$ cat src/rtl/traffic_light_controller_if.sv
// traffic_light_controller_if
// Purpose: bundles the loop-sensor inputs and the six lamp outputs of one
//          intersection so they travel as a single port.
// Signals:
//   NS_VEHICLE_DETECT  north-south loop sensor, level, synchronous to clk
//   EW_VEHICLE_DETECT  east-west loop sensor, level, synchronous to clk
//   NS_RED/NS_YELLOW/NS_GREEN  north-south lamps (registered in the controller)
//   EW_RED/EW_YELLOW/EW_GREEN  east-west lamps (registered in the controller)
// Modports:
//   master  roadside side: drives the sensors, observes the lamps
//   slave   controller side: reads the sensors, drives the lamps
interface traffic_light_controller_if;
  logic NS_VEHICLE_DETECT;
  logic EW_VEHICLE_DETECT;
  logic NS_RED;
  logic NS_YELLOW;
  logic NS_GREEN;
  logic EW_RED;
  logic EW_YELLOW;
  logic EW_GREEN;

  modport master (
    output NS_VEHICLE_DETECT,
    output EW_VEHICLE_DETECT,
    input  NS_RED,
    input  NS_YELLOW,
    input  NS_GREEN,
    input  EW_RED,
    input  EW_YELLOW,
    input  EW_GREEN
  );

  modport slave (
    input  NS_VEHICLE_DETECT,
    input  EW_VEHICLE_DETECT,
    output NS_RED,
    output NS_YELLOW,
    output NS_GREEN,
    output EW_RED,
    output EW_YELLOW,
    output EW_GREEN
  );
endinterface

$ cat src/rtl/traffic_light_controller.sv
// traffic_light_controller
// Purpose: two-road traffic light controller. The north-south main road rests
//          on green and yields to the east-west side road only once an EW
//          vehicle has been seen and the NS minimum green has run out. EW green
//          is extended for as long as EW traffic keeps coming and NS is empty.
// Parameters:
//   TICK_DIV      clock cycles per one-second tick (>= 1)
//   NS_MIN_GREEN  NS minimum green, in ticks
//   EW_GREEN      EW base green, in ticks
//   YELLOW        yellow duration, in ticks
// Ports:
//   clk  system clock
//   rst  synchronous, active-high reset
//   bus  slave side of traffic_light_controller_if (sensors in, lamps out)
// Configuration:
//   TRAFFIC_ALL_RED_EN  when defined, a one-tick all-red clearance phase is
//                       inserted after each yellow, before the opposing green.
module traffic_light_controller #(
  parameter int TICK_DIV     = 1,
  parameter int NS_MIN_GREEN = 32,
  parameter int EW_GREEN     = 16,
  parameter int YELLOW       = 4
) (
  input logic                       clk,
  input logic                       rst,
  traffic_light_controller_if.slave bus
);

  // One shared phase counter sized for the longest phase.
  localparam int MAX_A = (NS_MIN_GREEN > EW_GREEN) ? NS_MIN_GREEN : EW_GREEN;
  localparam int MAX_T = (MAX_A > YELLOW) ? MAX_A : YELLOW;
  localparam int CNT_W = (MAX_T > 1) ? $clog2(MAX_T) : 1;
  localparam int PRE_W = (TICK_DIV > 1) ? $clog2(TICK_DIV) : 1;

  localparam logic [PRE_W-1:0] PRE_LAST = PRE_W'(TICK_DIV - 1);
  localparam logic [CNT_W-1:0] NS_LAST  = CNT_W'(NS_MIN_GREEN - 1);
  localparam logic [CNT_W-1:0] EW_LAST  = CNT_W'(EW_GREEN - 1);
  localparam logic [CNT_W-1:0] Y_LAST   = CNT_W'(YELLOW - 1);

  // Lamp encoding per direction: {red, yellow, green}.
  localparam logic [2:0] LAMP_RED    = 3'b100;
  localparam logic [2:0] LAMP_YELLOW = 3'b010;
  localparam logic [2:0] LAMP_GREEN  = 3'b001;

  typedef enum logic [2:0] {
    NS_G      = 3'd0,
    NS_Y      = 3'd1,
    EW_G      = 3'd2,
    EW_Y      = 3'd3,
    RED_TO_EW = 3'd4,
    RED_TO_NS = 3'd5
  } state_t;

`ifdef TRAFFIC_ALL_RED_EN
  localparam state_t AFTER_NS_Y = RED_TO_EW;
  localparam state_t AFTER_EW_Y = RED_TO_NS;
`else
  localparam state_t AFTER_NS_Y = EW_G;
  localparam state_t AFTER_EW_Y = NS_G;
`endif

  state_t           state;
  state_t           next_state;
  logic [PRE_W-1:0] presc;
  logic             tick;
  logic [CNT_W-1:0] phase_cnt;
  logic [CNT_W-1:0] phase_limit;
  logic             ew_req;
  logic [2:0]       ns_lamp_next;
  logic [2:0]       ew_lamp_next;
  logic [2:0]       ns_lamp;
  logic [2:0]       ew_lamp;

  // Free-running prescaler; with TICK_DIV=1 it sits at 0 and tick is constant.
  assign tick = (presc == PRE_LAST);

  always_ff @(posedge clk) begin
    if (rst) begin
      presc <= '0;
    end else if (tick) begin
      presc <= '0;
    end else begin
      presc <= presc + 1'b1;
    end
  end

  // State register.
  always_ff @(posedge clk) begin
    if (rst) begin
      state <= NS_G;
    end else begin
      state <= next_state;
    end
  end

  // Next-state logic. NS leaves green only at the saturated minimum with a
  // pending EW request (latched or live); EW green stays extended while EW is
  // still occupied and NS is empty.
  always_comb begin
    next_state = state;
    case (state)
      NS_G: begin
        if (tick && (phase_cnt == NS_LAST) && (ew_req || bus.EW_VEHICLE_DETECT)) begin
          next_state = NS_Y;
        end
      end
      NS_Y: begin
        if (tick && (phase_cnt == Y_LAST)) begin
          next_state = AFTER_NS_Y;
        end
      end
      EW_G: begin
        if (tick && (phase_cnt == EW_LAST) &&
            (bus.NS_VEHICLE_DETECT || !bus.EW_VEHICLE_DETECT)) begin
          next_state = EW_Y;
        end
      end
      EW_Y: begin
        if (tick && (phase_cnt == Y_LAST)) begin
          next_state = AFTER_EW_Y;
        end
      end
`ifdef TRAFFIC_ALL_RED_EN
      RED_TO_EW: begin
        if (tick) begin
          next_state = EW_G;
        end
      end
      RED_TO_NS: begin
        if (tick) begin
          next_state = NS_G;
        end
      end
`endif
      default: next_state = NS_G;
    endcase
  end

  // Greens saturate at their last count so they can wait there indefinitely;
  // other phases always leave when they reach their limit.
  always_comb begin
    phase_limit = Y_LAST;
    case (state)
      NS_G:    phase_limit = NS_LAST;
      EW_G:    phase_limit = EW_LAST;
      default: phase_limit = Y_LAST;
    endcase
  end

  always_ff @(posedge clk) begin
    if (rst) begin
      phase_cnt <= '0;
    end else if (next_state != state) begin
      phase_cnt <= '0;
    end else if (tick && (phase_cnt != phase_limit)) begin
      phase_cnt <= phase_cnt + 1'b1;
    end
  end

  // EW request latch: a single-cycle detect anywhere in NS green is held until
  // NS yellow starts. Clearing wins over a detect in the transition cycle.
  always_ff @(posedge clk) begin
    if (rst) begin
      ew_req <= 1'b0;
    end else if ((state == NS_G) && (next_state == NS_Y)) begin
      ew_req <= 1'b0;
    end else if ((state == NS_G) && bus.EW_VEHICLE_DETECT) begin
      ew_req <= 1'b1;
    end
  end

  // Lamp decode from the upcoming state so the registered lamps change on the
  // same edge that commits the state change.
  always_comb begin
    ns_lamp_next = LAMP_RED;
    ew_lamp_next = LAMP_RED;
    case (next_state)
      NS_G:    ns_lamp_next = LAMP_GREEN;
      NS_Y:    ns_lamp_next = LAMP_YELLOW;
      EW_G:    ew_lamp_next = LAMP_GREEN;
      EW_Y:    ew_lamp_next = LAMP_YELLOW;
      default: begin
        ns_lamp_next = LAMP_RED;
        ew_lamp_next = LAMP_RED;
      end
    endcase
  end

  always_ff @(posedge clk) begin
    if (rst) begin
      ns_lamp <= LAMP_GREEN;
      ew_lamp <= LAMP_RED;
    end else begin
      ns_lamp <= ns_lamp_next;
      ew_lamp <= ew_lamp_next;
    end
  end

  assign bus.NS_RED    = ns_lamp[2];
  assign bus.NS_YELLOW = ns_lamp[1];
  assign bus.NS_GREEN  = ns_lamp[0];
  assign bus.EW_RED    = ew_lamp[2];
  assign bus.EW_YELLOW = ew_lamp[1];
  assign bus.EW_GREEN  = ew_lamp[0];

endmodule

$ cat src/flat_wrapper.sv
// flat-port wrapper written by rule: the top's interface ports become plain ports
module traffic_light_controller_flat 
#(
  parameter int TICK_DIV     = 1,
  parameter int NS_MIN_GREEN = 32,
  parameter int EW_GREEN     = 16,
  parameter int YELLOW       = 4
)
  (clk, rst, bus_NS_VEHICLE_DETECT, bus_EW_VEHICLE_DETECT, bus_NS_RED, bus_NS_YELLOW, bus_NS_GREEN, bus_EW_RED, bus_EW_YELLOW, bus_EW_GREEN);
  traffic_light_controller_if bus_i ();
  input logic clk;
  input logic rst;
  input wire logic [$bits(bus_i.NS_VEHICLE_DETECT)-1:0] bus_NS_VEHICLE_DETECT;
  input wire logic [$bits(bus_i.EW_VEHICLE_DETECT)-1:0] bus_EW_VEHICLE_DETECT;
  output wire logic [$bits(bus_i.NS_RED)-1:0] bus_NS_RED;
  output wire logic [$bits(bus_i.NS_YELLOW)-1:0] bus_NS_YELLOW;
  output wire logic [$bits(bus_i.NS_GREEN)-1:0] bus_NS_GREEN;
  output wire logic [$bits(bus_i.EW_RED)-1:0] bus_EW_RED;
  output wire logic [$bits(bus_i.EW_YELLOW)-1:0] bus_EW_YELLOW;
  output wire logic [$bits(bus_i.EW_GREEN)-1:0] bus_EW_GREEN;
  assign bus_i.NS_VEHICLE_DETECT = bus_NS_VEHICLE_DETECT;
  assign bus_i.EW_VEHICLE_DETECT = bus_EW_VEHICLE_DETECT;
  assign bus_NS_RED = bus_i.NS_RED;
  assign bus_NS_YELLOW = bus_i.NS_YELLOW;
  assign bus_NS_GREEN = bus_i.NS_GREEN;
  assign bus_EW_RED = bus_i.EW_RED;
  assign bus_EW_YELLOW = bus_i.EW_YELLOW;
  assign bus_EW_GREEN = bus_i.EW_GREEN;
  traffic_light_controller #(.TICK_DIV(TICK_DIV), .NS_MIN_GREEN(NS_MIN_GREEN), .EW_GREEN(EW_GREEN), .YELLOW(YELLOW)) u_core (.clk(clk), .rst(rst), .bus(bus_i));
endmodule
$ cat config.mk
export PLATFORM = sky130hd
export DESIGN_NAME = traffic_light_controller_flat
export DESIGN_NICKNAME = d
export VERILOG_FILES = /design/src/rtl/traffic_light_controller_if.sv /design/src/rtl/traffic_light_controller.sv /design/src/flat_wrapper.sv
export SDC_FILE = /design/constraint.sdc
export NUM_CORES = 1
export LEC_CHECK = 0
export BUFFER_PORTS_ARGS = -buffer_cell sky130_fd_sc_hd__buf_2
export CELL_PAD_IN_SITES_DETAIL_PLACEMENT = 1
export CELL_PAD_IN_SITES_GLOBAL_PLACEMENT = 2
export CORE_AREA = 8 8 58 60
export CTS_BUF_LIST = sky130_fd_sc_hd__clkbuf_16
export DETAILED_ROUTE_END_ITERATION = 6
export DIE_AREA = 0 0 66 68
export GPL_TIMING_DRIVEN = 0
export PLACE_DENSITY = 0.82
export SYNTH_ARGS = -nofsm -noshare
export SYNTH_HDL_FRONTEND = slang
export SYNTH_SLANG_ARGS = --single-unit
$ cat constraint.sdc
create_clock -name clk -period 2.3 [get_ports clk]
set_input_delay 0.345 -clock clk [delete_from_list [all_inputs] [get_ports clk]]
set_output_delay 0.345 -clock clk [all_outputs]
set_load 0.005 [all_outputs]
==> results of run 1 <==
==> worst max-delay path, delay by kind of cell, from the launching register on <==
kind                     cells  cell delay [ns]
AND/OR/NAND/NOR              2             0.36
flip-flops                   1             0.37
adder cells (fa/ha/maj)      2             0.38
AO/OA/AOI/OAI                3             0.78
==> what timing repair did <==
item / in CTS / in global routing
endpoints found under the hold margin: 0 / 0
hold buffers: 0 / 0
setup endpoints to repair: 0 / 8
resized for setup: 0 / 2
==> power by group through the flow <==
stage	Combinational, W	Clock (W)	Sequential, W
finish	0.0000297	0.000342	0.000286
CTS	0.0000295	0.000349	0.000286
floorplan	0.0000209	0	0.000291
global placement	0.0000279	0	0.000291
global route	0.0000339	0.000363	0.000286
detailed placement	0.0000292	0	0.000292
==> registers in the layout (all words and copies together) (netlist names) <==
signal and cells:
u_core.phase_cnt 5, u_core.ew_lamp 3, u_core.ns_lamp 3, u_core.state 3, u_core.ew_req 1, u_core.presc 1
==> kinds of logic after synthesis <==
kind of cell    count (synthesis)
simple gates                   32
other cells                     1
xor+xnor                        1
flops                          16
buf+inv                         7
compound gates                 25
fa+ha+maj                       3
==> final timing paths <==
check / cells after the start / end / startpoint / slack, ns
max: 7 / u_core.phase_cnt[4] / u_core.phase_cnt[0] / 0.27
min: 2 / u_core.ew_req / rst / 0.27
max reg2reg: 7 / u_core.phase_cnt[4] / u_core.phase_cnt[0] / 0.27
min reg2reg: 2 / u_core.phase_cnt[1] / u_core.phase_cnt[1] / 0.53
==> layout by cell type (no fill, tap or decap), drive strengths merged, types with 2 or more instances in the layout <==
| master | n |
|---|---|
| nor2 | 4 |
| buf | 11 |
| nand2 | 5 |
| a21oi | 9 |
| nor3 | 2 |
| dfxtp | 16 |
| or2 | 2 |
| nor2b | 2 |
| a31oi | 2 |
| or3 | 4 |
| nand3 | 2 |
| conb | 2 |
| and3 | 3 |
| clkbuf | 5 |
| inv | 3 |
| o21ai | 6 |
| ha | 3 |
==> metal layers <==
layer  global-route usage, %  wire length (um)  part of all wire [%]  vias up
li1                        -                 -                     -      333
met4                    8.00                62                   3.6        0
met2                    15.2               845                    49        7
met3                    1.15                25                   1.5        4
met5                       0                 0                     0        -
met1                    8.79               788                    46      304
==> per-stage QoR <==
stage               instance area (sq um)  total power, W  worst slack [ns]  hold slack (ns)
floorplan                             772        0.000311             0.466            0.418
global placement                      856        0.000319            0.0866            0.491
detailed placement                    856        0.000321            0.0284            0.510
CTS                                   935        0.000664           0.00814            0.274
global route                          947        0.000683            0.0941            0.279
finish                                947        0.000658             0.269            0.269
==> area by class of cell <==
cell class / instances / area share (%)
Tap cell: 31 / 4.10
Multi-Input combinational cell: 63 / 45.3
Buffer: 4 / 2.51
Sequential cell: 16 / 33.8
Timing Repair Buffer: 9 / 4.76
Clock buffer: 3 / 7.93
Clock inverter: 1 / 0.396
Inverter: 3 / 1.19
==> flow_summary.json, run 1 <==
{
  "slew_viol_final": 0,
  "grt_max_degree": 10,
  "clk_latency_ns": 0.25,
  "num_antenna_cells": 0,
  "vias": 648,
  "synth_seq_cells": 16,
  "synthTopCellsByCount": "dfxtp_1 (16), a21oi_1 (8), nand2_1 (5), o21ai_0 (5), nor2_1 (4)",
  "viasPerCell": 4.98,
  "drc": 0,
  "cp_slowest_cell": "o31ai_2",
  "synth_top_area_cell": "dfxtp_1",
  "yosys-top-cells-area": "dfxtp_1 (42%), a21oi_1 (5.2%), ha_1 (4.9%)",
  "overflow": 0,
  "rows": 19,
  "max_stage_delay_ns": 0.43,
  "h-tree-depth": 1,
  "maxCapViolations": 0,
  "drive_gt1_share_pct": 22.2,
  "dp_hpwl_mm": 1.31,
  "gp_congestion": 0.760,
  "core_sq_mm": 0.00257,
  "seq_area_frac_synth_pct": 41.7,
  "synthCells": 85,
  "switchingPower_w": 0.000132,
  "die-area_sq_mm": 0.00449,
  "synth_top_family_by_area": "simple AND/OR/NAND/NOR gates",
  "synth-edff-count": 0,
  "ys.flop_type": "dfxtp_1",
  "intPower_w": 0.000526,
  "hp-class": "input pin to flop",
  "critical_path_class": "flop to flop",
  "grt_pass1_vias": 692,
  "regArea_sq_um": 320,
  "netlist_area_sq_um": 768,
  "ys_warn_count": 0,
  "synth_xor_area_share_pct": 1.14,
  "grt_first_pass_wirelength_mm": 2.95,
  "final.setup_skew_ns": 0.00124,
  "hold_viol": 0,
  "portBuffers": 9,
  "fp.dieW_um": 66,
  "async_reset_ff_share_pct": 0,
  "clock_power_share_pct": 52.0,
  "rsz0062_at_grt": "false",
  "ir_drop_mv": 0.382,
  "cp_max_fo": 5,
  "cts_setup_buffers": 0,
  "finalCritPeriodShare_pct": 88.3,
  "area_growth_pct": 23.3,
  "clockBufferDepth": 2,
  "switching_share_pct": 20.1,
  "ant_nets": 0,
  "ys_types": 38,
  "synth.area.mux_share_pct": 0,
  "timing.setup.tns_ns": 0,
  "io_pins": 10,
  "syn_area_per_cell_sq_um": 9.04,
  "drt-total-wl_mm": 1.72,
  "status": "completed",
  "yosysMostFrequentCell": "dfxtp_1",
  "netlist.area_leader.share_pct": 41.7,
  "synth-simple-area-share_pct": 25.7,
  "antenna_found_initial": 0,
  "start_util_pct": 29.9,
  "cts_root_buf": "clkbuf_16",
  "seq_power_share_pct": 43.5,
  "cpMostUsedCell": "ha_1",
  "first_iter_violations": 7,
  "final_cells": 130,
  "drtPass1Iterations": 4,
  "worst-endpoint-required_ns": 2.41,
  "nFillCells": 309,
  "start_kind": "flop",
  "arrival_ns": 2.14,
  "wl_per_cell_um": 13.2,
  "cts_sinks": 16,
  "final_core_util_pct": 36.9,
  "synth_compound_area_share_pct": 21.5,
  "critical_path.endpoint_type": "flop",
  "clk_pin_slew_worst_paths_ns": 0.05,
  "fin_crit_ns": 2.03,
  "tritoncts": "yes",
  "finalSetupViolCount": 0,
  "cts_buffers": 3,
  "worstPathCellList": "ha_1 -> and3_1 -> ha_1 -> o21ai_0 -> o22a_1 -> o31ai_2 -> nor3_1",
  "fin_nets": 107,
  "synthAdderAreaFrac_pct": 4.89,
  "combPwrFrac_pct": 4.5,
  "p_leak_nw": 0.369,
  "grt_usage_pct": 8.64,
  "fmax_mhz": 492,
  "die_y_um": 68,
  "cellPowerDensity_mw_per_mm2": 694,
  "place_inst": 126,
  "multiInputGateArea_sq_um": 429
}
(Power assumes the default switching activity.)
==> run 2: changes to the inputs <==
Settings changed: CORE_AREA 8 8 58 60 to 8 8 60 62, DIE_AREA 0 0 66 68 to 0 0 68 70, PLACE_DENSITY 0.82 to 0.8.
Clock period 2.3 ns to 1.8 ns, I/O delays scaled along.
==> flow_summary.json, run 2 (synthesis gave the netlist of run 1 again) <==
{
  "cpLargestDelayFamily": "simple AND/OR/NAND/NOR gates",
  "rrSetupSlack_ns": 0.02,
  "p_leak_nw": 0.406,
  "drive_gt1_share_pct": 36.9,
  "ant_nets": 0,
  "maxCapViolations": 0,
  "io_pins": 10,
  "ir_drop_mv": 0.369,
  "fp.dieW_um": 68,
  "num_antenna_cells": 0,
  "hold_viol": 0,
  "fin_area_sq_mm": 0.00106,
  "final_common_cell": "dfxtp_1",
  "drtPass1Iterations": 2,
  "grt_pass1_vias": 726,
  "fin_nets": 111,
  "max_stage_delay_ns": 0.53,
  "antenna_found_initial": 0,
  "first_iter_violations": 3,
  "tritoncts": "yes",
  "start_kind": "flop",
  "core_sq_mm": 0.00266,
  "clockBufferDepth": 2,
  "place_area_sq_um": 868,
  "worst_hold_slack_ns": 0.200,
  "critical_path.endpoint_type": "flop",
  "cts_sinks": 16,
  "pre_cts_slack_ns": -0.242,
  "cp_max_fo": 9,
  "worst-path-buf-inv": 1,
  "clk_pin_slew_worst_paths_ns": 0.05,
  "vias": 694,
  "area_growth_pct": 38.6,
  "dp_hpwl_mm": 1.31,
  "fin_crit_ns": 1.78,
  "cts_root_buf": "clkbuf_16",
  "setup_ws_ns": 0.0226,
  "worst-endpoint-required_ns": 1.94,
  "hp-class": "input pin to flop",
  "place_inst": 126,
  "clk_latency_ns": 0.25,
  "worstPathCellList": "buf_6 -> or4b_4 -> or3_4 -> and2_4 -> o21a_1",
  "viasPerCell": 5.18,
  "portBuffers": 9,
  "critical_path_class": "flop to flop",
  "timing.setup.tns_ns": 0,
  "grt_usage_pct": 8.89,
  "status": "completed",
  "h-tree-depth": 1,
  "nFillCells": 315,
  "finalSetupViolCount": 0,
  "die-area_sq_mm": 0.00476,
  "grt_max_degree": 10,
  "final_cells": 134,
  "rsz0062_at_grt": "true",
  "cp_slowest_cell": "or4b_4",
  "start_util_pct": 28.9,
  "layout_common_cells": "dfxtp_1 (12), buf_2 (9), a21oi_1 (8)",
  "top_register": "u_core.phase_cnt",
  "cellPowerDensity_mw_per_mm2": 800,
  "finalCritPeriodShare_pct": 98.7,
  "hold_buffers": 0,
  "cts_buffers": 3,
  "largest_register_ffs": 5,
  "grt_first_pass_wirelength_mm": 3.22,
  "gp_congestion": 0.745,
  "wl_per_cell_um": 13.8,
  "overflow": 0,
  "die_y_um": 70,
  "arrival_ns": 1.92,
  "rows": 19,
  "fmax_mhz": 563,
  "drt-total-wl_mm": 1.85,
  "slew_viol_final": 0,
  "drc": 0,
  "final.setup_skew_ns": 0.00161
}
run 2: changes by cell type in the layout (fill, tap and decap cells not counted), sizes merged:
cell    previous run  this run
clkbuf             5         4
buf               11        16
run 2: timing repair:
action,in CTS,in global routing
buffers inserted,3,2
gates cloned,0,0
gates resized for setup,17,3
pin swaps,6,5
endpoints found under the setup margin,11,6
run 2: report_power, final:
group	internal (W)	switching (W)	leakage (nW)
sequential	0.000360	0.00000894	0.132
combinational	0.0000208	0.0000226	0.235
clock	0.000295	0.000145	0.0385
total	0.000676	0.000176	0.406
run 2: cell type report:
type / count / area, sq um / area share, %
Buffer: 3 / 26.3 / 2.47
Clock buffer: 3 / 75.1 / 7.05
Clock inverter: 1 / 3.75 / 0.353
Sequential cell: 16 / 328 / 30.8
Inverter: 3 / 11.3 / 1.06
Timing Repair Buffer: 14 / 82.6 / 7.76
Multi-Input combinational cell: 63 / 499 / 46.9
Tap cell: 31 / 38.8 / 3.64
run 2: worst paths after layout:
path | start | to | depth (start not counted)
worst max-delay path | u_core.phase_cnt[2] | u_core.ns_lamp[1] | 5
worst min-delay path | rst | u_core.ew_req | 2
worst max register to register | u_core.phase_cnt[2] | u_core.ns_lamp[1] | 5
worst min register to register | u_core.state[2] | u_core.ew_lamp[1] | 1
run 2: worst reg2reg max path: stages, from the launching register on:
cell and delay, ns:
dfxtp_1 0.30, buf_6 0.13, or4b_4 0.54, or3_4 0.37, and2_4 0.18, o21a_1 0.16
run 2: metal layers:
layer / track usage, % / part of all wire, % / vias to the layer above
met2: 14.5 / 50 / 9
met4: 7.97 / 3.7 / 0
met1: 8.82 / 44 / 338
li1: - / - / 341
met3: 2.23 / 2.9 / 6
met5: 0 / 0 / -
run 2: through the flow:
step / power [W] / util, %
after detailed placement: 0.000411 / 32.6
after global placement: 0.000409 / 32.6
after floorplan: 0.000399 / -
after CTS: 0.000860 / 39.0
after global routing: 0.000885 / 40.0
final: 0.000852 / 40.0
